**config.mk**
```make
export PLATFORM = sky130hd
export DESIGN_NAME = int_controller
export DESIGN_NICKNAME = d
export VERILOG_FILES = /design/src/rtl/int_controller.sv
export SDC_FILE = /design/constraint.sdc
export NUM_CORES = 1
export LEC_CHECK = 0
export CAP_MARGIN = 20
export CORE_MARGIN = 3
export CORE_UTILIZATION = 33
export CTS_BUF_LIST = sky130_fd_sc_hd__clkbuf_8 sky130_fd_sc_hd__clkbuf_16
export DETAILED_ROUTE_END_ITERATION = 8
export GPL_ROUTABILITY_DRIVEN = 0
export PLACE_DENSITY_LB_ADDON = 0.3
export SETUP_SLACK_MARGIN = 0.2
export SLEW_MARGIN = 20
export SYNTH_ARGS = -nofsm -noshare
export SYNTH_HDL_FRONTEND = slang
export SYNTH_SLANG_ARGS = --single-unit
```
**constraint.sdc**
```tcl
create_clock -name clk -period 1.6 [get_ports clk]
set_input_delay 0.32 -clock clk [delete_from_list [all_inputs] [get_ports clk]]
set_output_delay 0.32 -clock clk [all_outputs]
set_load 0.02 [all_outputs]
```
**src/rtl/int_controller.sv**
```systemverilog
// rtl/int_controller.sv - 64-source fixed-priority interrupt arbiter with req/ack/eoi handshake.
// INT_CTRL_EDGE_DETECT_EN selects edge capture; level-sensitive capture when undefined.
module int_controller #(
  parameter int N_SRC = 64,
  parameter int ID_W  = 6
) (
  input  logic             clk,
  input  logic             rst_n,
  input  logic [N_SRC-1:0] irq_src,
  input  logic [N_SRC-1:0] int_en,
  output logic             int_req,
  output logic [ID_W-1:0]  int_id,
  input  logic             int_ack,
  input  logic             int_eoi,
  output logic [N_SRC-1:0] int_pending,
  output logic             int_busy
);

  localparam logic [1:0] IDLE = 2'd0;
  localparam logic [1:0] REQ  = 2'd1;
  localparam logic [1:0] SERV = 2'd2;

  logic [1:0]       state;
  logic [N_SRC-1:0] pending;
  logic [N_SRC-1:0] cand;
  logic [ID_W-1:0]  win_id;
  logic             any_cand;

`ifdef INT_CTRL_EDGE_DETECT_EN
  logic [N_SRC-1:0] src_q;
  logic [N_SRC-1:0] rise;
  logic [N_SRC-1:0] clr;

  always_comb begin
    rise = irq_src & ~src_q;
    clr  = '0;
    if (state == REQ && int_ack)
      clr = {{(N_SRC-1){1'b0}}, 1'b1} << int_id;
  end

  // OR-ing rise after the clear lets a fresh edge win over the ack clear
  always_ff @(posedge clk) begin
    if (!rst_n) begin
      src_q   <= '0;
      pending <= '0;
    end else begin
      src_q   <= irq_src;
      pending <= (pending & ~clr) | rise;
    end
  end
`else
  always_ff @(posedge clk) begin
    if (!rst_n)
      pending <= '0;
    else
      pending <= irq_src;
  end
`endif

  assign cand     = pending & int_en;
  assign any_cand = |cand;

  // Descending scan so the lowest set index is written last and wins
  always_comb begin
    win_id = '0;
    for (int i = N_SRC - 1; i >= 0; i--) begin
      if (cand[i])
        win_id = ID_W'(i);
    end
  end

  always_ff @(posedge clk) begin
    if (!rst_n) begin
      state    <= IDLE;
      int_req  <= 1'b0;
      int_id   <= '0;
      int_busy <= 1'b0;
    end else begin
      case (state)
        IDLE: begin
          if (any_cand) begin
            state   <= REQ;
            int_id  <= win_id;
            int_req <= 1'b1;
          end
        end
        REQ: begin
          if (int_ack) begin
            state    <= SERV;
            int_req  <= 1'b0;
            int_busy <= 1'b1;
          end
        end
        SERV: begin
          if (int_eoi) begin
            state    <= IDLE;
            int_busy <= 1'b0;
          end
        end
        default: begin
          state    <= IDLE;
          int_req  <= 1'b0;
          int_busy <= 1'b0;
        end
      endcase
    end
  end

  assign int_pending = pending;

endmodule
```
==> results of run 1 <==
## how the worst min path moves through the flow
stage and endpoint:
2_1_floorplan int_pending[40], 3_3_place_gp int_id[4], 3_5_place_dp int_id[4], 4_1_cts state[0], 5_1_grt int_id[2], 6_report int_id[2]
## flip-flops by register name, summed over array words and instances (netlist names)
signal / flops
int_req: 1
int_pending: 64
state: 2
int_id: 6
int_busy: 1
## cells in the mapped netlist, drive strengths merged, types with 2 or more instances
| master | instances |
|---|---|
| a211oi | 2 |
| a21boi | 2 |
| a21oi | 13 |
| a221oi | 2 |
| a222oi | 2 |
| a22o | 3 |
| a22oi | 30 |
| a31oi | 7 |
| a32o | 5 |
| a32oi | 6 |
| and2 | 67 |
| clkbuf | 8 |
| dfxtp | 74 |
| inv | 5 |
| nand2 | 52 |
| nand2b | 4 |
| nand3 | 11 |
| nand4 | 5 |
| nor2 | 11 |
| nor2b | 3 |
| nor3 | 5 |
| nor4 | 2 |
| o211ai | 2 |
| o21ai | 10 |
| o22ai | 2 |
## report_power, final
group	leakage, uW	internal, uW	switching (uW)	total (uW)
clock network	0.0000945	763	723	1490
logic	0.00209	793	606	1400
registers	0.000624	1960	78.9	2040
total	0.00280	3520	1410	4920
## metrics by stage
step	TNS (ns)	area, um2	utilization, %	total power, uW
2_1_floorplan	-0.419	3250	-	2610
3_3_place_gp	-4.65	6150	65.9	3480
3_5_place_dp	-5.01	6150	65.9	3510
4_1_cts	-1.23	6470	69.3	4980
5_1_grt	-2.09	6320	67.8	5170
6_report	-1.63	6320	67.8	4920
## cells by family after synthesis
group                  Yosys count  share of synthesized area, %
and+or+nand+nor                165                          27.4
AOI/OAI and AO/OA               98                          24.1
DFF                             74                          46.4
buffers and inverters           14                          2.00
## per-layer routing
metal  track usage, %  part of all wire (%)  up-vias  routed length, um
met4             6.93                   2.1        0                257
met5                0                     0        -                  0
met1             22.8                    38     1780               4700
met2             42.4                    54      128               6640
li1                 -                     -     1912                  -
met3             5.83                   5.6       20                683
## layout make-up
type / count / share of cell area [%]
Clock buffer: 10 / 2.18
Multi-Input combinational cell: 264 / 27.9
Timing Repair Buffer: 312 / 42.0
Clock inverter: 6 / 1.05
Tap cell: 129 / 2.55
Sequential cell: 74 / 24.1
Inverter: 5 / 0.297
## tightest hold or removal path: cells and delay by family
family          cells  cell delay [ns]
simple gates        1             0.10
buf+inv             1             0.22
compound gates      1             0.06
## repair_timing
| item | in CTS | in global routing |
|---|---|---|
| pin swaps | 28 | 6 |
| resized for setup | 195 | 64 |
| endpoints found under the setup margin | 80 | 59 |
| cloned | 1 | 0 |
| setup buffers | 7 | 1 |
==> flow_summary.toml, run 1 <==
[worst_setup_path]
reg2regPathDepth = 8
crit_cells = 9
worstReg2RegEnd = "int_id[0]"
worst-setup-path-type = "input port to flip-flop"
cp_slowest_stage_delay_ns = 0.45
path_max_fanout = 5
r2r-start = "int_pending[60]"
path_cells = "clkdlybuf4s50_1 -> a22oi_2 -> nand2_1 -> or3_4 -> nor3_4 -> buf_6 -> a21boi_4 -> o21ai_1 -> a31oi_1"
start_kind = "input port"
cp-endpoint = "int_id[0]"
crit_path_start = "int_en[57]"
r2r_slack_ns = -0.24
slowest_stage = "clkdlybuf4s50_1"
cp_num_buf_inv = 2
cp.arrival_ns = 2.08
critPathCaptureType = "flip-flop"
required_ns = 1.81
critPathTopFamily = "simple AND/OR/NAND/NOR gates"

[outcome]
outcome = "finished with violations"
violations = "negative setup slack"

[floorplanning]
io_pins = 204
die_area_um2 = 10900
core_um2 = 9330
initial_utilization_pct = 34.2
row_count = 35
dieWidth_um = 104
die_y_um = 104

[placed_design]
port_buffers = 203
dp.final_hpwl_um = 9980
dp_cells = 775
pre_cts_ws_ns = -0.719

[synth]
synth_edf_count = 0
yosysUniqueCellTypes = 50
synth_top_area_share_pct = 46.4
yosys_warnings = 0
synth_ff_type = "dfxtp_1"
synthesis.nets = 483
ys_seq_area_share_pct = 46.4
yosysTopAreaCell = "dfxtp_1"
syn_area_um2 = 3190
netlist_top_cells_area = "dfxtp_1 46%, and2_1 13%, nand2_1 6.1%"
syn_avg_cell_area_um2 = 9.09
ys_seq_elements = 74
ys_async_sr_fraction_pct = 0
syn_inst = 351

[route]
routed_via_density = 4.80
drt_iter0_drc = 126
final_antenna_net_count = 0
wl_um = 12300
drc = 0
drt_pass1_iterations = 4
detailroute.via_count = 3840
wl_per_cell_um = 15.3

[sta]
fin_crit_sh_pct = 116
max_freq_ghz = 0.537
max_slew.worst_pin.slew_ns = 0.391
final-hold-violation-count = 0
holdWs_ns = 0.424
drv_slew = 0
setup_viol = 8
grt_setup_unrepaired = "true"
slew_headroom_pct = 73.8
layout_setup_ws_ns = -0.264
period_minus_slack_ns = 1.86
clock-skew-final_ns = 0.00898

[layout]
filler_cell_count = 788
finalNonFillerCells = 800
multi_input_area_um2 = 1760
finalNetCount = 798
drive_above_1_share_pct = 35.5
regArea_um2 = 1520
n_antenna_cell = 0
final_cell_mix = "113 x clkdlybuf4s50_1, 108 x buf_4, 67 x and2_1"
areaGrowthSynthToFinish_pct = 98.0
final_common_cell = "clkdlybuf4s50_1"

[global_route]
grt_max_degree = 28
grtUsageTotal_pct = 22.0
antenna_found_initial = 0
grt_pass1_vias = 4183
grt.overflow.total = 0
grt_pass1_wl_um = 19500

[pwr]
peakVddDrop_uv = 481
p_leak_uw = 0.00280
power.density_nw_per_um2 = 779

[clock_network]
clockBufferDepth = 2
ctsHtreeMaxLevel = 3
insertion_delay_ns = 0.33
cts-root-buf = "clkbuf_8"
cts_tree = "built"
hold_buffers = 0
cts_num_sinks = 74
numCtsBuffers = 9
path_clk_slew_ns = 0.08

[flow_run]
drv_cap = 0

[worst_hold_path]
min_path_type = "input port to flip-flop"
holdCritStartpoint = "rst_n"
hold_path_depth = 3
(Power assumes the default switching activity.)
==> run 2: changes to the inputs <==
Settings changed: CORE_UTILIZATION 33 to 40, CTS_CLUSTER_SIZE set to 10, DONT_BUFFER_PORTS set to 1.
==> run 2 against run 1 <==
  * The run still ends with negative setup slack left
  * Routed wire length is 18% lower
  * Die area decreased by 17%
  * First-iteration DRC count stayed put
  * Critical path depth down 2
==> flow_summary.toml, run 2 (synthesis gave the netlist of run 1 again) <==
[worst_setup_path]
path_max_fanout = 2
start_kind = "flip-flop"
required_ns = 1.82
cp.arrival_ns = 2.13
worst-setup-path-type = "flip-flop to flip-flop"
critPathCaptureType = "flip-flop"

[route]
drc = 0
drt_iter0_drc = 126
final_antenna_net_count = 0
routed_via_density = 5.37
detailroute.via_count = 3169
wl_um = 10100
wl_per_cell_um = 17.1
drt_pass1_iterations = 5

[sta]
final-hold-violation-count = 0
grt_setup_unrepaired = "true"
clock-skew-final_ns = 0.0115
slew_headroom_pct = 74.5
drv_slew = 0
period_minus_slack_ns = 1.90
max_freq_ghz = 0.525
layout_setup_ws_ns = -0.304
fin_crit_sh_pct = 119
max_slew.worst_pin.slew_ns = 0.382
setup_viol = 7

[clock_network]
cts_num_sinks = 74
clockBufferDepth = 2
cts-root-buf = "clkbuf_8"
cts_tree = "built"
path_clk_slew_ns = 0.08
ctsHtreeMaxLevel = 3
numCtsBuffers = 9
insertion_delay_ns = 0.34

[flow_run]
drv_cap = 0

[placed_design]
dpl_cell_area_um2 = 4260
dp_cells = 565
dp.final_hpwl_um = 8050
port_buffers = 0
pre_cts_ws_ns = -0.338

[layout]
finalNetCount = 618
finalNonFillerCells = 590
largest_register_ffs = 64
areaGrowthSynthToFinish_pct = 46.3
fin_area_um2 = 4670
final_cell_mix = "130 x buf_4, 67 x and2_1, 59 x dfxtp_1"
final_common_cell = "buf_4"
drive_above_1_share_pct = 41.3
n_antenna_cell = 0
fin_util_pct = 62.4

[pwr]
power.density_nw_per_um2 = 983
peakVddDrop_uv = 685
p_leak_uw = 0.00205

[floorplanning]
dieWidth_um = 95.3
io_pins = 204
die_y_um = 95.3
initial_utilization_pct = 42.6
die_area_um2 = 9090
core_um2 = 7490
row_count = 31

[global_route]
antenna_found_initial = 0
grt_max_degree = 74
grtUsageTotal_pct = 21.6
grt_pass1_wl_um = 15100
grt.overflow.total = 0
grt_pass1_vias = 3205

[outcome]
outcome = "finished with violations"
violations = "negative setup slack"

[worst_hold_path]
min_path_type = "input port to flip-flop"
run 2: cell count changes in the layout (fill, tap and decap cells not counted), moves of 12 or more:
cell	delta
buf_2	-28
dlygate4sd2_1	-26
clkdlybuf4s50_1	-113
clkdlybuf4s15_2	-15
dfxtp_2	-12
dfxtp_1	+13
buf_4	+22
run 2: layout make-up:
class,instances,area [um2]
Multi-Input combinational cell,264,1810
Fill cell,637,2820
Clock buffer,10,138
Tap cell,99,124
Clock inverter,6,81.3
Timing Repair Buffer,132,998
Sequential cell,74,1500
Inverter,5,18.8
run 2: path summary, 6_finish.rpt:
kind	to	slack [ns]	cells past startpoint	startpoint
hold / removal	int_pending[34]	0.09	1	rst_n
setup / recovery	int_id[0]	-0.30	7	int_pending[40]
setup reg to reg	int_id[0]	-0.30	7	int_pending[40]
hold reg to reg	int_id[4]	0.59	2	int_id[4]
run 2: per-layer routing:
layer / track usage [%] / routed length, um
met5: 0 / 0
met4: 7.57 / 157
met3: 7.73 / 941
met2: 38.8 / 5200
met1: 23.3 / 3780
run 2: critical path, stage by stage, from the launching register on:
cell	delay, ns
dfxtp_4	0.35
nand2_2	0.05
a32o_2	0.26
a221oi_4	0.30
o311ai_2	0.18
a311o_1	0.39
o211ai_1	0.13
a31oi_1	0.11
run 2: per-stage QoR:
stage	power, uW	setup TNS [ns]	hold slack (ns)
after floorplan	2610	-0.419	0.447
after global placement	2960	-1.08	0.445
after detailed placement	2980	-1.50	0.448
after CTS	4610	-1.29	0.0820
after global routing	4810	-2.17	0.0761
final	4590	-1.46	0.0941
run 2: what timing repair did:
item                                    in CTS  in global routing
pin swaps                                   21                  5
hold buffers                                 0                  0
gates cloned                                 1                  0
setup buffers                                6                  2
gates resized for setup                     15                 11
endpoints found under the setup margin       8                  8
run 2: report_power, final:
group / internal [uW] / switching, uW
Clock: 910 / 671
Combinational: 482 / 454
Sequential: 1960 / 112
Total: 3350 / 1240
==> run 3: changes to the inputs <==
Settings changed: CTS_BUF_LIST sky130_fd_sc_hd__clkbuf_8 sky130_fd_sc_hd__clkbuf_16 to sky130_fd_sc_hd__clkbuf_8, GPL_ROUTABILITY_DRIVEN 0 to unset.
Clock period 1.6 ns to 2.43 ns, I/O delays scaled along.
==> run 3 against run 2 <==
  * The flow now finishes without violations
  * Global-route usage shrank 2.4 points
  * Sequential share of layout area grew 9.8 points
  * Die area is the same
  * Worst hold slack better by 0.17 ns
  * Total power fell by 36%
  * First-iteration DRC count down 5.6%
  * Routed wire length down 13%
  * Critical path depth stayed put
  * Flip-flop and latch count did not move
  * Clock power down 25%
  * Design area down 24%
  * Critical path type unchanged
  * Largest cell class unchanged
==> flow_summary.toml, run 3 (synthesis gave the netlist of run 1 again) <==
[outcome]
outcome = "finished, final reports clean"

[layout]
final_cell_mix = "74 x dfxtp_1, 67 x and2_1, 52 x nand2_1"
final_common_cell = "dfxtp_1"
n_antenna_cell = 0
finalNetCount = 486
areaGrowthSynthToFinish_pct = 10.6
drive_above_1_share_pct = 8.91
largest_register_ffs = 64

[floorplanning]
initial_utilization_pct = 42.6
io_pins = 204
core_um2 = 7490
dieWidth_um = 95.3
die_y_um = 95.3
die_area_um2 = 9090
row_count = 31

[sta]
period_minus_slack_ns = 1.99
final-hold-violation-count = 0
drv_slew = 0
fin_crit_sh_pct = 81.9
max_slew.worst_pin.slew_ns = 0.505
slew_headroom_pct = 65.5
setup_viol = 0
tns_ns = 0
max_freq_ghz = 0.502
clock-skew-final_ns = 0.00626
grt_setup_unrepaired = "false"

[route]
routed_via_density = 5.71
final_antenna_net_count = 0
detailroute.via_count = 2617
wl_um = 8760
drt_iter0_drc = 119
drt_pass1_iterations = 4
drc = 0
wl_per_cell_um = 19.1

[clock_network]
ctsHtreeMaxLevel = 3
cts_tree = "built"
insertion_delay_ns = 0.34
cts_resized = 0
cts_num_sinks = 74
cts-root-buf = "clkbuf_8"
hold_buffers = 0
post_cts_buffers = 0
clockBufferDepth = 2
numCtsBuffers = 9
path_clk_slew_ns = 0.08

[global_route]
grt.overflow.total = 0
antenna_found_initial = 0
grtUsageTotal_pct = 19.2
grt_pass1_vias = 2682
grt_max_degree = 74
grt_pass1_wl_um = 13400

[worst_setup_path]
worst-setup-path-type = "flip-flop to flip-flop"
cp_slowest_stage_delay_ns = 0.47
path_cells = "nand2_1 -> a32o_1 -> a221oi_2 -> o311ai_1 -> a311o_1 -> o211ai_1 -> a31oi_1"
start_kind = "flip-flop"
critPathCaptureType = "flip-flop"
required_ns = 2.64
critPathTopFamily = "compound AO/OA/AOI/OAI gates"
cp_num_buf_inv = 0
cp.arrival_ns = 2.20
path_max_fanout = 3
slowest_stage = "dfxtp_1"

[pwr]
peakVddDrop_uv = 337
totalPowerFinal_uw = 2930
p_leak_uw = 0.00138
power.density_nw_per_um2 = 829

[placed_design]
port_buffers = 0
dp.final_hpwl_um = 7170
gp_congestion = 0.771

[flow_run]
drv_cap = 0

[worst_hold_path]
min_path_type = "input port to flip-flop"
run 3: changes by cell type in the layout (fill, tap and decap cells not counted), sizes merged:
cell,change
a21boi,-1
buf,-131
bufinv,+1
clkbuf,+1
clkinv,-2
run 3: power by group:
part | switching [uW] | leakage [uW] | internal (uW)
clock network | 441 | 0.000127 | 735
registers | 164 | 0.000616 | 1290
logic | 153 | 0.000635 | 146
total | 757 | 0.00138 | 2170
run 3: area by class of cell:
cell class | instances | area [um2]
sequential | 74 | 1480
tap | 99 | 124
fill | 715 | 3960
clock inverter | 5 | 101
clock buffer | 11 | 151
inverter | 5 | 18.8
timing repair buffer | 1 | 7.51
multi-input combinational | 263 | 1650
run 3: metrics by stage:
step | util (%) | setup slack, ns | area (um2) | instances | hold WS (ns)
global placement | 43.8 | 0.500 | 3280 | 442 | 0.579
global route | 47.2 | 0.299 | 3530 | 458 | 0.241
floorplan | - | 0.652 | 3190 | 351 | 0.543
finish | 47.2 | 0.440 | 3530 | 458 | 0.265
CTS | 47.2 | 0.423 | 3530 | 458 | 0.244
detailed placement | 43.8 | 0.450 | 3280 | 442 | 0.585
run 3: final timing paths:
kind	end	startpoint	slack [ns]	cells after the start
max	int_id[0]	int_pending[40]	0.44	7
min	int_pending[30]	rst_n	0.26	1
max reg2reg	int_id[0]	int_pending[40]	0.44	7
min reg2reg	int_id[4]	int_id[4]	0.59	2
run 3: routing by layer:
layer | GRT usage (%) | vias to the layer above | wire (um)
met5 | 0 | - | 0
met4 | 6.61 | 0 | 108
met3 | 7.89 | 6 | 903
met2 | 31.6 | 120 | 4370
met1 | 22.6 | 1205 | 3380
li1 | - | 1286 | -
